--- src/rtl/bus_arbiter.sv ---
// Two-port memory bus arbiter: round-robin CPU/DMA arbitration with a bounded
// DMA burst lock, fixed wait-state sequencing and one-cycle completion acks.
module bus_arbiter #(
  parameter int unsigned WAIT_STATES   = 1,
  parameter int unsigned DMA_BURST_MAX = 4
) (
  input  logic        clock,
  input  logic        reset,
  input  logic        cpu_req,
  input  logic        cpu_we,
  input  logic [15:0] cpu_addr,
  input  logic [7:0]  cpu_wdata,
  output logic [7:0]  cpu_rdata,
  output logic        cpu_ack,
  input  logic        dma_req,
  input  logic        dma_we,
  input  logic [15:0] dma_addr,
  input  logic [7:0]  dma_wdata,
  input  logic        dma_lock,
  output logic [7:0]  dma_rdata,
  output logic        dma_ack,
  output logic [15:0] mem_addr,
  output logic [7:0]  mem_wdata,
  output logic        mem_en,
  output logic        mem_we,
  input  logic [7:0]  mem_rdata,
  output logic        cpu_grant,
  output logic        dma_grant,
  output logic        busy
);

  // state  | meaning
  // IDLE   | bus free, requests sampled and arbitrated each edge
  // ACCESS | memory cycle in progress, WAIT_STATES+1 cycles
  // DONE   | ack to the owner, grant still held, back to IDLE next
  typedef enum logic [1:0] {IDLE, ACCESS, DONE} state_t;

  localparam logic [3:0] WAIT_INIT = 4'(WAIT_STATES);
  localparam logic [7:0] BURST_MAX = 8'(DMA_BURST_MAX);

  state_t      state;
  logic [3:0]  wait_cnt;
  logic [7:0]  burst_cnt;
  logic        last_dma;
  logic        owner_dma;
  logic        we_q;

  logic        burst_hold;
  logic        pick_dma;
  logic        sel_we;
  logic [15:0] sel_addr;
  logic [7:0]  sel_wdata;

  // On a tie the DMA side only keeps the bus if it also won last time and
  // its lock is still within the burst allowance.
  always_comb begin
    burst_hold = last_dma && dma_lock && (burst_cnt < BURST_MAX);
    pick_dma   = dma_req && (!cpu_req || !last_dma || burst_hold);
    sel_we     = pick_dma ? dma_we    : cpu_we;
    sel_addr   = pick_dma ? dma_addr  : cpu_addr;
    sel_wdata  = pick_dma ? dma_wdata : cpu_wdata;
  end

  always_ff @(posedge clock) begin
    if (reset) begin
      state     <= IDLE;
      wait_cnt  <= '0;
      burst_cnt <= '0;
      last_dma  <= 1'b1;
      owner_dma <= 1'b0;
      we_q      <= 1'b0;
      cpu_rdata <= '0;
      dma_rdata <= '0;
      cpu_ack   <= 1'b0;
      dma_ack   <= 1'b0;
      mem_addr  <= '0;
      mem_wdata <= '0;
      mem_en    <= 1'b0;
      mem_we    <= 1'b0;
      cpu_grant <= 1'b0;
      dma_grant <= 1'b0;
      busy      <= 1'b0;
    end else begin
      cpu_ack <= 1'b0;
      dma_ack <= 1'b0;
      case (state)
        IDLE: begin
          if (cpu_req || dma_req) begin
            state     <= ACCESS;
            owner_dma <= pick_dma;
            last_dma  <= pick_dma;
            cpu_grant <= !pick_dma;
            dma_grant <= pick_dma;
            mem_addr  <= sel_addr;
            mem_wdata <= sel_wdata;
            we_q      <= sel_we;
            wait_cnt  <= WAIT_INIT;
            mem_en    <= 1'b1;
            mem_we    <= sel_we && (WAIT_INIT == 4'd0);
            busy      <= 1'b1;
            if (!pick_dma)
              burst_cnt <= '0;
            else if (!dma_lock)
              burst_cnt <= 8'd1;
            else if (burst_cnt < BURST_MAX)
              burst_cnt <= burst_cnt + 8'd1;
          end
        end
        ACCESS: begin
          if (wait_cnt == 4'd0) begin
            state  <= DONE;
            mem_en <= 1'b0;
            mem_we <= 1'b0;
            if (owner_dma) dma_ack <= 1'b1;
            else           cpu_ack <= 1'b1;
            if (!we_q) begin
              if (owner_dma) dma_rdata <= mem_rdata;
              else           cpu_rdata <= mem_rdata;
            end
          end else begin
            wait_cnt <= wait_cnt - 4'd1;
            // strobe is raised one edge early so it lands on the final cycle
            mem_we   <= we_q && (wait_cnt == 4'd1);
          end
        end
        DONE: begin
          state     <= IDLE;
          cpu_grant <= 1'b0;
          dma_grant <= 1'b0;
          busy      <= 1'b0;
        end
        default: state <= IDLE;
      endcase
    end
  end

endmodule
--- config.mk ---
export PLATFORM = sky130hd
export DESIGN_NAME = bus_arbiter
export DESIGN_NICKNAME = d
export VERILOG_FILES = /design/src/rtl/bus_arbiter.sv
export SDC_FILE = /design/constraint.sdc
export NUM_CORES = 1
export LEC_CHECK = 0
export CORE_MARGIN = 2
export CORE_UTILIZATION = 30
export CTS_BUF_LIST = sky130_fd_sc_hd__clkbuf_8
export DETAILED_ROUTE_END_ITERATION = 8
export GPL_ROUTABILITY_DRIVEN = 0
export PLACE_DENSITY_LB_ADDON = 0.25
export SLEW_MARGIN = 25
export SYNTH_ARGS = -nofsm -noshare
export SYNTH_HDL_FRONTEND = slang
export SYNTH_SLANG_ARGS = --single-unit
--- constraint.sdc ---
create_clock -name clock -period 3.8 [get_ports clock]
set_input_delay 0.76 -clock clock [delete_from_list [all_inputs] [get_ports clock]]
set_output_delay 0.76 -clock clock [all_outputs]
set_load 0.02 [all_outputs]
* Yosys cells after proc, flatten, opt, wreduce, memory -nomap -nowiden *
Cells that the tools add are included.

operators by class
  bitwise logic cells = 4
  multiplexer cells = 25
  eq/ne operators = 7
  reductions and logical operators = 24
  $add $sub $neg = 2
  magnitude comparators = 1

operators by type and width
  kind                                                  count
  two-way mux 8 bit                                     4
  two-way mux 16 bit                                    1
  one-hot mux 1 bit (2 select lines)                    5
  two-way mux 1 bit                                     9
  AND reduction 3 bit                                   3
  adder 8 x 1 -> 8 bit (second input constant)          1
  < comparator 8 x 3 -> 1 bit (second input constant)   1
  two-way mux 4 bit                                     2
  one-hot mux 4 bit (2 select lines)                    1
  AND reduction 2 bit                                   4
  AND reduction 4 bit                                   2
  != test 2 bit (second input constant)                 3
  equality test 4 x 1 -> 1 bit (second input constant)  1
  logical AND 1 bit                                     4
  zero test 4 bit                                       1
  two-way mux 2 bit                                     2
  inverter 1 bit                                        4
  one-hot mux 2 bit (2 select lines)                    1
  nonzero test 2 bit                                    2
  subtractor 4 x 1 -> 4 bit (second input constant)     1
  zero test 1 bit                                       3
  logical OR 1 bit                                      3
  != test 3 x 2 -> 1 bit (second input constant)        1
  OR reduction 3 bit                                    1
  other kinds (3)                                       3

storage, ports and cells
  input port bits = 63
  bits in registers = 64
  word-level logic and storage cells = 80
  output and inout port bits = 47

* Longest topological paths before layout *
Gate-level depths: netlist of run 1.

  depth after elaboration = 7
  gate-level depth with buffers = 6
  depth with buffers taken out = 6

* Least setup slack after synthesis of run 1 *
OpenSTA, ideal clock, no wires.

  path kind = input -> register
  start point = in cpu_req
  end point = reg mem_addr[10]
  stages = 5
  data required time = 3.678 ns
  arrival time = 1.724 ns
  path slack = 1.954 ns
  setup time = 0.122 ns
  cell sequence = nand2_1 -> a31oi_2 -> nor3_1 -> buf_2 -> a221o_1

between the ends
  cells in the longest elaborated chain, start to end = 5

ends and longest elaborated chain
  element                         line  RTL
  start: declaration              9     input logic cpu_req,
  zero test 1 bit                 58    pick_dma = dma_req && (!cpu_req || !last_dma || burst_hold);
  logical OR 1 bit (2 in series)  58
  logical AND 1 bit               58
  two-way mux 16 bit              60    sel_addr = pick_dma ? dma_addr : cpu_addr;
  end signal: assignment          94    mem_addr <= sel_addr;
  end: declaration                22    output logic [15:0] mem_addr,

Several ways; a longest one is shown, not always the timed one.
A chain may end at the register's enable or synchronous reset.

* Worst setup path after layout of run 1 *
  start point = in cpu_req
  end point = reg mem_addr[8]

The elaborated chain is that of the path after synthesis.

==> metrics.cfg, run 1 <==
[grt]
grt_max_degree=50
grt_overflow_total=0
antenna_found_initial=0
grt_pass1_wl_mm=12.93
grt_pass1_vias=2744
grt_usage=0.1625

[yosys]
synth_top_family_by_area=simple AND/OR/NAND/NOR gates
syn_nets=356
ys_types=42
synth-edff-count=0
syn-cell-area_sq_um=2753
syn_inst=289
synth_fa_ha_area_frac=0.01818
synth_top_area_cell=dfxtp_1
ys_ff_latch=64
async_flop_share=0
ys_warn_count=0
avgSynthCellArea_sq_um=9.525
synth_top_area_frac=0.4655
synthTopCellsByArea=dfxtp_1 (47%), mux2i_1 (6.2%), a32oi_1 (5.1%)
ys.flop_type=dfxtp_1
synthMuxAreaShare=0.06182
synth-compound-area-share=0.2027
synth-xor-area-share=0
yosys.area_share.simple=0.2127
seq_area_frac_synth=0.4655

[placement]
dp_hpwl_mm=5.376
io_buffers=109

[clock_network]
insertion_delay_ps=350
clk_pin_slew_ps=70
cts_resized=0
cts_setup_buffers=0
htree_levels=3
cts_tree=built
cts_made_buffers=9
clock_path_buffers=2
cts-root-buf=clkbuf_8
ctsHoldBuffers=0
clock_sinks=64

[layout]
n_antenna_cell=0
finalNetCount=460
syn2layout_area_growth_pct=51.32
drive_gt1_frac=0.08794

[min_path]
holdCritStartpoint=cpu_grant$_SDFFE_PP0P_
hold_class=flip-flop to flip-flop

[timing]
finalCritPeriodShare=0.6355
fin_setup_tns_ps=0
rsz0062_at_grt=no
timing.slew.headroom=0.4289
max_freq_mhz=414.1
hold_viol=0
setup_viol=0
skew_ps=8.817
slew_violations=0
min_period_ps=2415
worst_slew_pin_slew_ps=850.2

[critical_path]
cp_max_fo=17
slowest_delay_ps=590
cp_num_cells=5
rr_startpoint=state[0]$_SDFFE_PP0P_
cp-end-kind=flip-flop
cp_cell_sequence=clkdlybuf4s50_1, nand2_1, a31o_1, a211oi_4, a221o_1
rrSetupSlack_ps=1580
cp_top_family=compound AO/OA/AOI/OAI gates
worstPathRequired_ps=4090
crit_buf_inv=1
r2r_end=mem_addr[8]$_SDFFE_PP0P_
crit_end=mem_addr[8]$_SDFFE_PP0P_
cp_slowest_cell=a211oi_4
crit_start=cpu_req
critPathLaunchType=primary input
rr_worst_depth=5
worst-endpoint-arrival_ps=2700
path_class=primary input to flip-flop

[floorplanning]
ioPinCount=110
rows=34
die_h_um=99.79
start_util=0.3126
dieWidth_um=99.79
core_area_sq_um=8806
die-area_sq_um=9958

[outcome]
status=finished, final reports clean

[route]
first_pass_iters=4
drt_iter0_markers=80
wl_per_cell_um=15.49
ant_nets=0
wl_mm=7.838
via_count=2684
routed_via_density=5.304
drc=0

[pwr]
leakage_nw=1.550
total_power_mw=1.982
cellPowerDensity_nw_per_um2=475.9
peakVddDrop_uv=213.8

[job]
cap_viol_max_count=0

[registers in the layout, indices dropped and copies added, names as in the netlist, 2 cells and up]
name,flops
mem_addr,16
burst_cnt,8
cpu_rdata,8
dma_rdata,8
mem_wdata,8
wait_cnt,4
state,2
[power breakdown]
group          switching, mW  total [mW]  internal (mW)  leakage, nW
clock                  0.281       0.649          0.369        0.101
combinational          0.289       0.544          0.255        0.924
sequential            0.0483       0.789          0.741        0.524
[cell type report]
class	instances	area, sq um
tap	108	135.1
clock inverter	7	96.34
sequential	64	1281
timing repair buffer	115	1131
fill	863	4641
multi-input combinational	198	1379
inverter	5	18.77
clock buffer	9	123.9
[cells by family (layout without fill, tap and decap cells)]
kind of cell             Yosys count  count (layout)
AO/OA/AOI/OAI                     70              70
adder cells (fa/ha/maj)            4               4
buffers and inverters             27             136
flip-flops                        64              64
multiplexers                      17              17
AND/OR/NAND/NOR                  107             107
[layout by cell type, fill, tap and decap left out, types with 2 or more instances in the layout]
cell,n
a21o_1,3
a21oi_1,5
a221o_1,9
a22o_1,2
a31o_1,2
a31oi_1,20
a32oi_1,16
and2_1,11
and3_1,3
buf_4,6
bufinv_16,2
clkbuf_8,9
clkdlybuf4s50_1,108
clkinvlp_4,3
dfxtp_1,64
ha_1,4
inv_1,5
mux2i_1,17
nand2_1,7
nand2b_1,4
nand3_1,18
nand4_1,17
nor2_1,27
nor3_1,4
nor4_1,2
o21ai_0,2
o31ai_1,3
or2_2,2
[stage by stage]
stage,hold WS (ps),utilization,setup WS [ps],cells,area (sq um)
3_3_place_gp,439.6,0.4471,906.0,490,3938
5_1_grt,481.3,0.4730,1241,506,4165
4_1_cts,479.4,0.4730,1377,506,4165
2_1_floorplan,445.2,-,1954,289,2753
3_5_place_dp,444.7,0.4480,1012,490,3945
6_report,471.2,0.4730,1385,506,4165
[how the worst min path moves through the flow]
stage | cells past startpoint | to
2_1_floorplan | 1 | burst_cnt[7]$_SDFFE_PP0P_
3_3_place_gp | 1 | cpu_grant$_SDFFE_PP0P_
3_5_place_dp | 1 | dma_grant$_SDFFE_PP0P_
4_1_cts | 1 | cpu_grant$_SDFFE_PP0P_
5_1_grt | 1 | cpu_grant$_SDFFE_PP0P_
6_report | 1 | cpu_grant$_SDFFE_PP0P_
[cells in the mapped netlist, drive strengths merged, types with 2 or more instances]
| cell type | number |
|---|---|
| a21o | 3 |
| nand4 | 17 |
| clkbuf | 17 |
| a221o | 9 |
| and3 | 3 |
| dfxtp | 64 |
| and2 | 12 |
| a21oi | 5 |
| buf | 5 |
| nand3 | 18 |
| a31oi | 21 |
| o2111ai | 2 |
| nor4 | 4 |
| nor3 | 5 |
| a22o | 2 |
| mux2i | 17 |
| nand2b | 4 |
| nand2 | 7 |
| inv | 5 |
| or2 | 3 |
| o21ai | 2 |
| a32oi | 16 |
| o31ai | 3 |
| nor2b | 2 |
| a211oi | 2 |
| nor2 | 28 |
| a31o | 2 |
| ha | 4 |
[layer usage]
metal	wire length, um	GRT usage	vias to the layer above
met5	0	0	-
li1	-	-	1308
met3	528	0.06128	8
met4	112	0.06006	0
met2	3654	0.2666	93
met1	3543	0.1943	1275
No activity file was read; power rests on OpenSTA's default activity.
==> inputs of run 2 (changes only) <==
clock period = 2.3 ns   (was 3.8 ns; I/O delays follow)
==> run 2 against run 1 <==
Against the previous run:
- total power grew 59%
- clock power increased by 43%
- sequential share of layout area down 0.23 points
- clock skew increased by 3.1 ps
- routed wire length increased by 3.5%
- combinational power up 70%
- clock-buffer cell count stayed put
- worst hold slack worse by 17 ps
- utilization up 0.36 points
- global-route usage increased by 0.10 points
- first-iteration DRC count grew 43%
- design area is 0.75% higher
- critical endpoint is now mem_addr[6]$_SDFFE_PP0P_
- largest cell class unchanged
- largest power group unchanged
==> metrics.cfg, run 2 (synthesis gave the netlist of run 1 again) <==
[outcome]
status=finished, final reports clean

[min_path]
hold_class=flip-flop to flip-flop

[placement]
dp_hpwl_mm=5.606  ; +4.3%
io_buffers=109  ; unchanged

[clock_network]
ctsHoldBuffers=0  ; unchanged
cts_setup_buffers=0  ; unchanged
clock_path_buffers=2  ; unchanged
insertion_delay_ps=340  ; about the same
cts_tree=built
clock_sinks=64  ; unchanged
cts_resized=0  ; unchanged
cts-root-buf=clkbuf_8
htree_levels=3  ; unchanged
cts_made_buffers=9  ; unchanged
clk_pin_slew_ps=70  ; about the same

[pwr]
switching_power_mw=1.004  ; +63%
peakVddDrop_uv=282.1  ; +32%
cellPowerDensity_nw_per_um2=752.6  ; +58%
clkPwrFrac=0.294  ; -0.034
pwr-share-seq=0.413  ; +0.015
leakage_nw=1.584  ; +2.2%
pwr-share-comb=0.293  ; +0.019
p_int_mw=2.154  ; +58%
total_power_mw=3.158  ; +59%
p_sw_frac=0.3181  ; +0.006386

[floorplanning]
die_h_um=99.79  ; unchanged
ioPinCount=110  ; unchanged
core_area_sq_um=8806  ; unchanged
rows=34  ; unchanged
die-area_sq_um=9958  ; unchanged
dieWidth_um=99.79  ; unchanged
start_util=0.3126  ; unchanged

[timing]
worst_slew_pin_slew_ps=727.1  ; -123.1 ps
slew_violations=0  ; unchanged
hold_viol=0  ; unchanged
timing.slew.headroom=0.5131  ; +0.08414
rsz0062_at_grt=no
setup_viol=0  ; unchanged
skew_ps=11.88  ; +3.064 ps
min_period_ps=1953
fin_setup_tns_ps=0  ; unchanged
hold_ws_ps=454.2  ; -17.00 ps
finalCritPeriodShare=0.8491
max_freq_mhz=512.1

[grt]
grt_usage=0.1635  ; +0.001045
grt_max_degree=51  ; +2.0%
grt_overflow_total=0  ; unchanged
antenna_found_initial=0  ; unchanged
grt_pass1_vias=2682  ; -2.3%
grt_pass1_wl_mm=13.09  ; +1.2%

[layout]
top_register=mem_addr
largest_reg_flops=16  ; unchanged
ff_latch_area_sq_um=1281  ; unchanged
finalNetCount=469  ; +2.0%
drive_gt1_frac=0.1007  ; +0.01280
final_cell_mix=clkdlybuf4s50_1 (108), dfxtp_1 (64), nor2_1 (27)
multiInputGateArea_sq_um=1374  ; -0.36%
n_antenna_cell=0  ; unchanged
final_common_cell=clkdlybuf4s50_1
nFillCells=840  ; -2.7%
syn2layout_area_growth_pct=52.45

[route]
drc=0  ; unchanged
routed_via_density=5.307  ; about the same
wl_per_cell_um=15.75  ; +1.7%
via_count=2733  ; +1.8%
ant_nets=0  ; unchanged
drt_iter0_markers=114  ; +43%
first_pass_iters=4  ; unchanged
wl_mm=8.112  ; +3.5%

[critical_path]
cp_max_fo=10  ; -7
worst-endpoint-arrival_ps=2230  ; -470 ps
path_class=primary input to flip-flop
cp-end-kind=flip-flop
worstPathRequired_ps=2580  ; -1510 ps
critPathLaunchType=primary input

[job]
cap_viol_max_count=0  ; unchanged

==> run 2: power groups by stage <==
stage	registers, mW	logic (mW)	clock network (mW)
2_1_floorplan	1.42	0.404	0
3_3_place_gp	1.33	0.907	0
3_5_place_dp	1.33	0.923	0
4_1_cts	1.30	0.929	0.963
5_1_grt	1.32	1.00	1.01
6_report	1.30	0.925	0.929
==> run 2: stage by stage <==
stage	cell area (sq um)	std cells	setup WS [ps]	util
after floorplan	2753	289	504.1	-
after global placement	4005	499	18.70	0.4548
after detailed placement	4008	499	-17.42	0.4551
after CTS	4197	515	342.0	0.4766
after global routing	4197	515	232.0	0.4766
final	4197	515	347.1	0.4766
==> run 2: final cells by class <==
| cell class | count | share of cell area |
|---|---|---|
| clock buffer | 9 | 0.02952 |
| clock inverter | 7 | 0.01550 |
| inverter | 5 | 0.004472 |
| multi-input combinational | 198 | 0.3274 |
| sequential | 64 | 0.3053 |
| tap | 108 | 0.03220 |
| timing repair buffer | 124 | 0.2856 |
==> run 2: worst paths after layout <==
kind | start | to | slack (ps) | depth (start not counted)
setup / recovery | dma_req | mem_addr[6]$_SDFFE_PP0P_ | 350 | 6
hold / removal | dma_grant$_SDFFE_PP0P_ | dma_grant$_SDFFE_PP0P_ | 450 | 1
setup reg to reg | wait_cnt[0]$_SDFFE_PP0P_ | cpu_rdata[1]$_SDFFE_PP0P_ | 500 | 7
hold reg to reg | dma_grant$_SDFFE_PP0P_ | dma_grant$_SDFFE_PP0P_ | 450 | 1
==> run 2: critical path: stages <==
cell	delay, ps
clkdlybuf4s50_1	520
buf_4	180
or2_1	200
nand2_1	130
a211oi_4	500
a221o_1	240
==> run 2: routing by layer <==
metal / global-route usage / routed length [um]
met5: 0 / 0
met4: 0.06428 / 115
met3: 0.04318 / 573
met1: 0.2171 / 3708
met2: 0.2547 / 3714
==> inputs of run 3 (changes only) <==
clock period = 2.02 ns   (was 2.3 ns; I/O delays follow)
==> run 3 against run 2 <==
Against the previous run:
- via count rose by 1.2%
- cell count grew 0.39%
- design area up 1.4%
- largest cell class unchanged
- sequential power increased by 15%
- sequential cell count is the same
- register-to-register slack worse by 310 ps
- critical path type is now flip-flop to flip-flop
- highest routed layer unchanged
- first-iteration DRC count increased by 8.8%
==> metrics.cfg, run 3 (synthesis gave the netlist of run 1 again) <==
[floorplanning]
dieWidth_um=99.79  ; unchanged
start_util=0.3126  ; unchanged
die-area_sq_um=9958  ; unchanged
ioPinCount=110  ; unchanged
rows=34  ; unchanged
core_area_sq_um=8806  ; unchanged
die_h_um=99.79  ; unchanged

[layout]
ff_latch_area_sq_um=1281  ; unchanged
final_cell_mix=clkdlybuf4s50_1 (108), dfxtp_1 (64), nor2_1 (27)
nFillCells=824  ; -1.9%
largest_reg_flops=16  ; unchanged
syn2layout_area_growth_pct=54.55
drive_gt1_frac=0.1100  ; +0.009287
n_antenna_cell=0  ; unchanged
final_common_cell=clkdlybuf4s50_1
final_cell_area_sq_um=4254  ; +1.4%
top_register=mem_addr
finalNetCount=471  ; +0.43%
multiInputGateArea_sq_um=1374  ; unchanged

[route]
drt_iter0_markers=124  ; +8.8%
wl_per_cell_um=15.62  ; -0.87%
via_count=2766  ; +1.2%
routed_via_density=5.350  ; +0.82%
ant_nets=0  ; unchanged
first_pass_iters=4  ; unchanged
drc=0  ; unchanged
wl_mm=8.073  ; -0.48%

[placement]
io_buffers=109  ; unchanged
dp_hpwl_mm=5.479  ; -2.3%
placed_cell_area_sq_um=4048  ; +1.0%

[clock_network]
cts_setup_buffers=0  ; unchanged
clock_sinks=64  ; unchanged
insertion_delay_ps=330  ; about the same
clock_path_buffers=2  ; unchanged
htree_levels=3  ; unchanged
cts_made_buffers=9  ; unchanged
cts_tree=built
cts-root-buf=clkbuf_8
clk_pin_slew_ps=70  ; about the same
ctsHoldBuffers=0  ; unchanged
cts_resized=0  ; unchanged

[min_path]
hold_class=flip-flop to flip-flop

[timing]
fin_setup_tns_ps=0  ; unchanged
min_period_ps=1829
hold_viol=0  ; unchanged
worst_slew_pin_slew_ps=674.6  ; -52.50 ps
rsz0062_at_grt=no
max_freq_mhz=546.8
timing.slew.headroom=0.5482  ; +0.03516
setup_viol=0  ; unchanged
finalCritPeriodShare=0.9053
skew_ps=6.820  ; -5.062 ps
slew_violations=0  ; unchanged

[outcome]
status=finished, final reports clean

[critical_path]
slowest_delay_ps=410  ; -110 ps
worstPathRequired_ps=2240  ; -340 ps
path_class=flip-flop to flip-flop
cp_cell_sequence=inv_1, ha_1, or3b_4, nor4_4, buf_4, mux2i_1, nor2_1
cp_max_fo=8  ; -2
critPathLaunchType=flip-flop
cp_slowest_cell=or3b_4
cp-end-kind=flip-flop
worst-endpoint-arrival_ps=2040  ; -190 ps

[grt]
gr-usage-met3=0.04387  ; +0.0006964
grt_pass1_vias=2780  ; +3.7%
grt_usage=0.1633  ; -0.0001919
grt_max_degree=50  ; -2.0%
grt_busiest_layer=met2
grt_overflow_total=0  ; unchanged
antenna_found_initial=0  ; unchanged
grt_pass1_wl_mm=13.02  ; -0.53%
grtUsageMet1=0.2047  ; -0.01243
gr-usage-met2=0.2620  ; +0.007277

[pwr]
cellPowerDensity_nw_per_um2=865.7  ; +15%
peakVddDrop_uv=303.0  ; +7.4%
leakage_nw=1.609  ; +1.5%

[job]
cap_viol_max_count=0  ; unchanged

[run 3: changes by cell type in the layout (fill, tap and decap cells not counted)]
cell	before	now
clkinvlp_4	3	2
buf_12	0	2
inv_1	7	5
clkinv_2	1	2
clkbuf_8	9	11
[run 3: per-stage QoR]
stage | hold slack (ps) | instances | utilization | power (mW) | setup WS [ps]
finish | 457.5 | 517 | 0.4831 | 3.683 | 191.3
CTS | 466.0 | 517 | 0.4831 | 3.733 | 174.2
global placement | 433.6 | 501 | 0.4594 | 2.562 | -189.4
detailed placement | 449.5 | 501 | 0.4596 | 2.577 | -144.1
floorplan | 445.2 | 289 | - | 2.075 | 224.1
global route | 478.6 | 517 | 0.4831 | 3.893 | 18.79
[run 3: report_power, final]
| group | total (mW) | switching (mW) | internal [mW] |
|---|---|---|---|
| clock network | 1.13 | 0.498 | 0.633 |
| logic | 1.07 | 0.552 | 0.515 |
| registers | 1.49 | 0.0928 | 1.39 |
[run 3: path summary, 6_finish.rpt]
path                             from                         to  slack [ps]  cells after the start
min reg2reg    cpu_grant$_SDFFE_PP0P_     cpu_grant$_SDFFE_PP0P_         460                      1
max reg2reg  wait_cnt[0]$_SDFFE_PP0P_  cpu_rdata[2]$_SDFFE_PP0P_         190                      7
min            cpu_grant$_SDFFE_PP0P_     cpu_grant$_SDFFE_PP0P_         460                      1
max          wait_cnt[0]$_SDFFE_PP0P_  cpu_rdata[2]$_SDFFE_PP0P_         190                      7
[run 3: worst max-delay path: cells and delay by family, from the launching register on]
family | cells | cell delay [ps]
buffers and inverters | 2 | 380
DFF | 1 | 330
muxes | 1 | 200
and+or+nand+nor | 3 | 620
adders and majority gates | 1 | 170
[run 3: cell type report]
| type | instances | area share |
|---|---|---|
| Clock inverter | 5 | 0.01294 |
| Sequential cell | 64 | 0.3012 |
| Timing Repair Buffer | 126 | 0.2912 |
| Inverter | 5 | 0.004412 |
| Multi-Input combinational cell | 198 | 0.3229 |
| Clock buffer | 11 | 0.03559 |
| Tap cell | 108 | 0.03176 |
[run 3: metal layers]
metal / vias up / share of wire / wire, um
li1: 1331 / - / -
met1: 1322 / 0.45 / 3641
met2: 101 / 0.46 / 3735
met3: 12 / 0.070 / 568
met4: 0 / 0.016 / 127
met5: - / 0 / 0
